<file path="src/rtl/aes_pkg.sv">
// ============================================================================
// Module   : aes_pkg
// Purpose  : Shared AES types and column-slicing helpers for the cipher core.
// Revision : 1.0 - initial release
// ============================================================================
`default_nettype none

package aes_pkg;

    typedef enum logic {
        CIPH_FWD = 1'b0,
        CIPH_INV = 1'b1
    } ciph_op_e;

    typedef enum logic [1:0] {
        MC_IDLE = 2'd0,
        MC_BUSY = 2'd1,
        MC_DONE = 2'd2
    } mix_col_state_e;

    // Swaps rows and columns so that column c lands in word c, row0 in the low byte.
    function automatic logic [127:0] aes_transpose(input logic [127:0] s);
        logic [127:0] t;
        t = '0;
        for (int r = 0; r < 4; r++) begin
            for (int c = 0; c < 4; c++) begin
                t[((r*4)+c)*8 +: 8] = s[((c*4)+r)*8 +: 8];
            end
        end
        return t;
    endfunction

    function automatic logic [31:0] aes_col_get(input logic [127:0] s, input logic [1:0] c);
        logic [127:0] t;
        t = aes_transpose(s);
        return t[32*c +: 32];
    endfunction

    function automatic logic [7:0] aes_xtime(input logic [7:0] b);
        return {b[6:0], 1'b0} ^ (b[7] ? 8'h1b : 8'h00);
    endfunction

endpackage

`default_nettype wire

</file>
<file path="src/rtl/aes_mix_columns_iter_if.sv">
// ============================================================================
// Module   : aes_mix_columns_iter_if
// Purpose  : Input/output valid-ready state bus of the iterative MixColumns stage.
// Revision : 1.0 - initial release
// ============================================================================
`default_nettype none

interface aes_mix_columns_iter_if;
    import aes_pkg::*;

    ciph_op_e     op_i;
    logic         in_valid_i;
    logic         in_ready_o;
    logic [127:0] data_i;
    logic         out_valid_o;
    logic         out_ready_i;
    logic [127:0] data_o;

    modport master (
        output op_i, in_valid_i, data_i, out_ready_i,
        input  in_ready_o, out_valid_o, data_o
    );

    modport slave (
        input  op_i, in_valid_i, data_i, out_ready_i,
        output in_ready_o, out_valid_o, data_o
    );

endinterface

`default_nettype wire

</file>
<file path="src/rtl/aes_mix_single_column.sv">
// ============================================================================
// Module   : aes_mix_single_column
// Purpose  : MixColumns / InvMixColumns on one 32-bit column (row0 in [7:0]).
// Revision : 1.0 - initial release
// ============================================================================
`default_nettype none

module aes_mix_single_column
    import aes_pkg::*;
(
    input  ciph_op_e    op_i,
    input  logic [31:0] data_i,
    output logic [31:0] data_o
);

    logic [7:0] a0, a1, a2, a3;
    logic [7:0] p0, p1, p2, p3;
    logic [7:0] u, v, t;

    assign a0 = data_i[7:0];
    assign a1 = data_i[15:8];
    assign a2 = data_i[23:16];
    assign a3 = data_i[31:24];

    // Inverse = forward matrix applied after the {05,00,04,00} pre-multiply.
    assign u = (op_i == CIPH_INV) ? aes_xtime(aes_xtime(a0 ^ a2)) : 8'h00;
    assign v = (op_i == CIPH_INV) ? aes_xtime(aes_xtime(a1 ^ a3)) : 8'h00;

    assign p0 = a0 ^ u;
    assign p1 = a1 ^ v;
    assign p2 = a2 ^ u;
    assign p3 = a3 ^ v;

    assign t = p0 ^ p1 ^ p2 ^ p3;

    assign data_o[7:0]   = p0 ^ t ^ aes_xtime(p0 ^ p1);
    assign data_o[15:8]  = p1 ^ t ^ aes_xtime(p1 ^ p2);
    assign data_o[23:16] = p2 ^ t ^ aes_xtime(p2 ^ p3);
    assign data_o[31:24] = p3 ^ t ^ aes_xtime(p3 ^ p0);

endmodule

`default_nettype wire

</file>
<file path="src/rtl/aes_mix_columns_iter.sv">
// ============================================================================
// Module   : aes_mix_columns_iter
// Purpose  : Iterative MixColumns stage, NUM_SC columns per cycle.
//            Optional macro AES_MIX_COLUMNS_SCRUB_EN hides non-result state.
// Revision : 1.0 - initial release
// ============================================================================
`default_nettype none

module aes_mix_columns_iter
    import aes_pkg::*;
#(
    parameter int NUM_SC = 1
) (
    input  logic                   clk_i,
    input  logic                   rst_ni,
    aes_mix_columns_iter_if.slave  bus,
    output logic                   busy_o
);

    localparam int         NUM_STEPS = 4 / NUM_SC;
    localparam logic [1:0] CNT_LAST  = 2'(NUM_STEPS - 1);

    if ((NUM_SC != 1) && (NUM_SC != 2) && (NUM_SC != 4)) begin : g_bad_num_sc
        $error("aes_mix_columns_iter: NUM_SC must be 1, 2 or 4");
    end

    mix_col_state_e state_q, state_d;
    logic [1:0]     cnt_q, cnt_d;
    logic [127:0]   data_q, data_d;
    ciph_op_e       op_q, op_d;
    logic           in_ready, out_valid;

    logic [1:0]     col_idx [NUM_SC];
    logic [31:0]    col_in  [NUM_SC];
    logic [31:0]    col_out [NUM_SC];
    logic [127:0]   mixed_t;
    logic [127:0]   mixed;

    for (genvar k = 0; k < NUM_SC; k++) begin : g_unit
        assign col_idx[k] = 2'((int'(cnt_q) * NUM_SC) + k);
        assign col_in[k]  = aes_col_get(data_q, col_idx[k]);

        aes_mix_single_column u_col (
            .op_i   (op_q),
            .data_i (col_in[k]),
            .data_o (col_out[k])
        );
    end

    // Write unit results back in place via the transposed (column-major) view.
    always_comb begin
        mixed_t = aes_transpose(data_q);
        for (int k = 0; k < NUM_SC; k++) begin
            mixed_t[32*col_idx[k] +: 32] = col_out[k];
        end
        mixed = aes_transpose(mixed_t);
    end

    always_comb begin
        state_d   = state_q;
        cnt_d     = cnt_q;
        data_d    = data_q;
        op_d      = op_q;
        in_ready  = 1'b0;
        out_valid = 1'b0;
        case (state_q)
            MC_IDLE: begin
                in_ready = 1'b1;
                if (bus.in_valid_i) begin
                    data_d  = bus.data_i;
                    op_d    = bus.op_i;
                    cnt_d   = 2'd0;
                    state_d = MC_BUSY;
                end
            end
            MC_BUSY: begin
                data_d = mixed;
                if (cnt_q == CNT_LAST) begin
                    state_d = MC_DONE;
                end else begin
                    cnt_d = cnt_q + 2'd1;
                end
            end
            MC_DONE: begin
                out_valid = 1'b1;
                if (bus.out_ready_i) begin
                    state_d = MC_IDLE;
`ifdef AES_MIX_COLUMNS_SCRUB_EN
                    data_d  = '0;
`endif
                end
            end
            default: state_d = MC_IDLE;
        endcase
    end

    always_ff @(posedge clk_i or negedge rst_ni) begin
        if (!rst_ni) begin
            state_q <= MC_IDLE;
            cnt_q   <= 2'd0;
            data_q  <= '0;
            op_q    <= CIPH_FWD;
        end else begin
            state_q <= state_d;
            cnt_q   <= cnt_d;
            data_q  <= data_d;
            op_q    <= op_d;
        end
    end

    assign bus.in_ready_o  = in_ready;
    assign bus.out_valid_o = out_valid;
    assign busy_o          = (state_q != MC_IDLE);

`ifdef AES_MIX_COLUMNS_SCRUB_EN
    assign bus.data_o = out_valid ? data_q : '0;
`else
    assign bus.data_o = data_q;
`endif

endmodule

`default_nettype wire

</file>
<file path="src/flat_wrapper.sv">
// flat-port wrapper written by rule: the top's interface ports become plain ports
module aes_mix_columns_iter_flat import aes_pkg::*;
#(
    parameter int NUM_SC = 1
)
  (clk_i, rst_ni, busy_o, bus_op_i, bus_in_valid_i, bus_data_i, bus_out_ready_i, bus_in_ready_o, bus_out_valid_o, bus_data_o);
  aes_mix_columns_iter_if bus_i ();
  input  logic clk_i;
  input  logic rst_ni;
  output logic busy_o;
  input wire logic [$bits(bus_i.op_i)-1:0] bus_op_i;
  input wire logic [$bits(bus_i.in_valid_i)-1:0] bus_in_valid_i;
  input wire logic [$bits(bus_i.data_i)-1:0] bus_data_i;
  input wire logic [$bits(bus_i.out_ready_i)-1:0] bus_out_ready_i;
  output wire logic [$bits(bus_i.in_ready_o)-1:0] bus_in_ready_o;
  output wire logic [$bits(bus_i.out_valid_o)-1:0] bus_out_valid_o;
  output wire logic [$bits(bus_i.data_o)-1:0] bus_data_o;
  assign bus_i.op_i = bus_op_i;
  assign bus_i.in_valid_i = bus_in_valid_i;
  assign bus_i.data_i = bus_data_i;
  assign bus_i.out_ready_i = bus_out_ready_i;
  assign bus_in_ready_o = bus_i.in_ready_o;
  assign bus_out_valid_o = bus_i.out_valid_o;
  assign bus_data_o = bus_i.data_o;
  aes_mix_columns_iter #(.NUM_SC(NUM_SC)) u_core (.clk_i(clk_i), .rst_ni(rst_ni), .bus(bus_i), .busy_o(busy_o));
endmodule
</file>
<file path="config.mk">
export PLATFORM = sky130hd
export DESIGN_NAME = aes_mix_columns_iter_flat
export DESIGN_NICKNAME = d
export VERILOG_FILES = /design/src/rtl/aes_pkg.sv /design/src/rtl/aes_mix_columns_iter_if.sv /design/src/rtl/aes_mix_single_column.sv /design/src/rtl/aes_mix_columns_iter.sv /design/src/flat_wrapper.sv
export SDC_FILE = /design/constraint.sdc
export NUM_CORES = 1
export LEC_CHECK = 0
export CAP_MARGIN = 15
export CORE_MARGIN = 3
export CORE_UTILIZATION = 44
export DETAILED_ROUTE_END_ITERATION = 10
export HOLD_SLACK_MARGIN = 0.08
export PLACE_DENSITY = 0.83
export SKIP_CTS_REPAIR_TIMING = 1
export SYNTH_ARGS = -nofsm -noshare
export SYNTH_HDL_FRONTEND = slang
export SYNTH_HIERARCHICAL = 1
export SYNTH_SLANG_ARGS = --single-unit
</file>
<file path="constraint.sdc">
create_clock -name clk_i -period 3.4 [get_ports clk_i]
set_clock_uncertainty 0.1 [all_clocks]
set_input_delay 0.51 -clock clk_i [delete_from_list [all_inputs] [get_ports clk_i]]
set_output_delay 0.51 -clock clk_i [all_outputs]
set_load 0.05 [all_outputs]
</file>
==> results.json <==
{
  "grt_usage": 0.319,
  "ios": 264,
  "ys_seq_area_frac": 0.357,
  "synth_xor_area_frac": 0.177,
  "via_per_inst": 6.71,
  "fmax_mhz": 269,
  "report.final.slew_viol_count": 0,
  "setup_viol": 71,
  "netlist_area_um2": 9330,
  "rsz0062_at_grt": "yes",
  "wl_per_cell_um": 28.4,
  "whs_ns": 0.455,
  "crit_arrival_ns": 3.93,
  "syn2layout_area_growth_pct": 65.7,
  "synth_fa_ha_area_frac": 0.00671,
  "crit_required_ns": 3.61,
  "nets": 1332,
  "fin_ws_ns": -0.319,
  "cts_made_buffers": 17,
  "routabilityCongestion": 1.03,
  "grt_pass1_vias": 9376,
  "drive_above_1_share": 0.366,
  "hpwl_um": 26900,
  "antenna_found_initial": 0,
  "synth_cells": 829,
  "ff_latch_area_um2": 3330,
  "drt_iter0_drc": 1312,
  "slew_headroom": 0.325,
  "tns_ns": -8.40,
  "layout_commonest_cell": "clkdlybuf4s50_1",
  "coreArea_um2": 20600,
  "clk_latency_ns": 0.43,
  "rrSetupSlack_ns": -0.32,
  "status": "finished, violations left",
  "synth_compound_area_frac": 0.198,
  "hold_viol": 0,
  "yosysWarnings": 6,
  "die_h_um": 152,
  "synth.ff_latch_count": 133,
  "synthMuxAreaShare": 0.134,
  "drt_wl_total_um": 41900,
  "grt_max_degree": 130,
  "worstSetupPathType": "reg2reg",
  "fin_crit_ns": 3.72,
  "fin_crit_sh": 1.09,
  "cts_max_level": 4,
  "portBuffers": 263,
  "grt_pass1_wl_um": 55800,
  "violations": "negative setup slack",
  "dr.pass1.iters": 7,
  "synth_top_area_share": 0.357,
  "cp_max_fo": 5,
  "vias": 9917,
  "drv_cap": 0,
  "hold_class": "reg2reg",
  "drcViolationCount": 0,
  "synth_cell_types": 39,
  "avgSynthCellArea_um2": 11.3,
  "cp-start-kind": "flip-flop",
  "clockBufferDepth": 2,
  "mostFrequentLayoutCells": "clkdlybuf4s50_1 (262), buf_4 (143), dfrtp_1 (131), a211oi_1 (86), a2bb2oi_1 (66)",
  "final_antenna_net_count": 0,
  "clk_root_buffer_cell": "clkbuf_16",
  "multi_input_area_um2": 7020,
  "yosysTopAreaCell": "dfrtp_1",
  "insertedDiodeCount": 0,
  "start_util": 0.454,
  "synth_simple_gate_area_frac": 0.0778,
  "cp-end-kind": "flip-flop",
  "cts.sink_count": 133,
  "synth.area.top_cells": "dfrtp_1 (36%), xnor2_1 (11%), a2bb2oi_1 (8.1%), mux4_2 (7.7%), a211oi_1 (6.9%)",
  "die_w_um": 152,
  "nFillCells": 1220,
  "cts_tree": "built",
  "rows": 52,
  "synth_top_family_by_area": "compound AO/OA/AOI/OAI gates",
  "clk_pin_slew_ns": 0.06,
  "syn-num-nets": 967,
  "overflow": 0,
  "tightest_slew_ns": 1.01,
  "die_area_um2": 23000
}
## layer usage
metal | wire [µm] | vias up | share of wire | track usage
met1 | 14900 | 4840 | 0.36 | 0.432
met2 | 19900 | 942 | 0.48 | 0.506
met5 | 0 | - | 0 | 0
met3 | 5050 | 193 | 0.12 | 0.0657
met4 | 2030 | 0 | 0.048 | 0.119
li1 | - | 3942 | - | -
## synthesized netlist by cell type (all sizes together)
library cell and n:
nor2 4, o21ai 2, xnor2 115, a21oi 2
nand3b 1, nor2b 3, a211oi 86, nand4 64
mux4 32, xnor3 2, or4b 1, buf 48
and2 2, nand3 22, mux2 44, nand2b 5
ha 5, inv 5, nand2 20, nor4bb 1
a2bb2oi 86, dfrtp 133, nor3b 2, xor2 56
a32o 42, mux2i 3, clkbuf 43
## layout make-up
cell class / count / area share
Sequential cell: 133 / 0.216
Multi-Input combinational cell: 600 / 0.454
Tap cell: 270 / 0.0218
Inverter: 5 / 0.00129
Clock inverter: 9 / 0.00664
Clock buffer: 23 / 0.0303
Timing Repair Buffer: 437 / 0.270
## sequential cells by signal (all words and copies together), names as in the netlist
signal,count
u_core/bus.data_o,128
u_core/cnt_q,2
u_core/op_q,1
u_core/state_q,2
## kinds of logic (layout without fill, tap and decap cells)
logic type      Yosys count  in the layout
compound gates          218            218
xor+xnor                173            173
flops                   133            133
simple gates            125            125
buf+inv                  96            474
mux                      79             79
fa+ha+maj                 5              5
## critical path, cell delays in order, from the launching register on
cell and delay [ns]:
dfrtp_2 0.38, buf_4 0.14, buf_12 0.12, mux4_2 0.62
xor2_4 0.32, buf_6 0.16, xor2_2 0.13, nand2_2 0.08
xor2_2 0.24, xor2_2 0.27, buf_4 0.19, xnor2_2 0.14
xor2_2 0.17, a32o_1 0.25, mux2_2 0.26
## through the flow
stage	cell area (µm²)	utilization	std cells	setup slack [ns]
after floorplan	9460	-	829	-0.141
after global placement	13200	0.642	1416	-0.309
after detailed placement	13200	0.642	1416	-0.293
after CTS	13800	0.669	1448	-0.330
after global routing	15500	0.752	1477	-0.381
final	15500	0.752	1477	-0.319
## worst paths after layout
| kind | from | to | cells past startpoint |
|---|---|---|---|
| max | u_core/cnt_q[0] | u_core/bus.data_o[17] | 14 |
| min | u_core/bus.data_o[9] | u_core/bus.data_o[9] | 1 |
| max reg2reg | u_core/cnt_q[0] | u_core/bus.data_o[17] | 14 |
| min reg2reg | u_core/bus.data_o[9] | u_core/bus.data_o[9] | 1 |
| max in group asynchronous | rst_ni | u_core/bus.data_o[11] | 3 |
| min in group asynchronous | rst_ni | u_core/bus.data_o[106] | 2 |
Power is left out: the tool's default activity adds up to more than one toggle a clock period on the data nets, which glitch-free logic cannot reach.
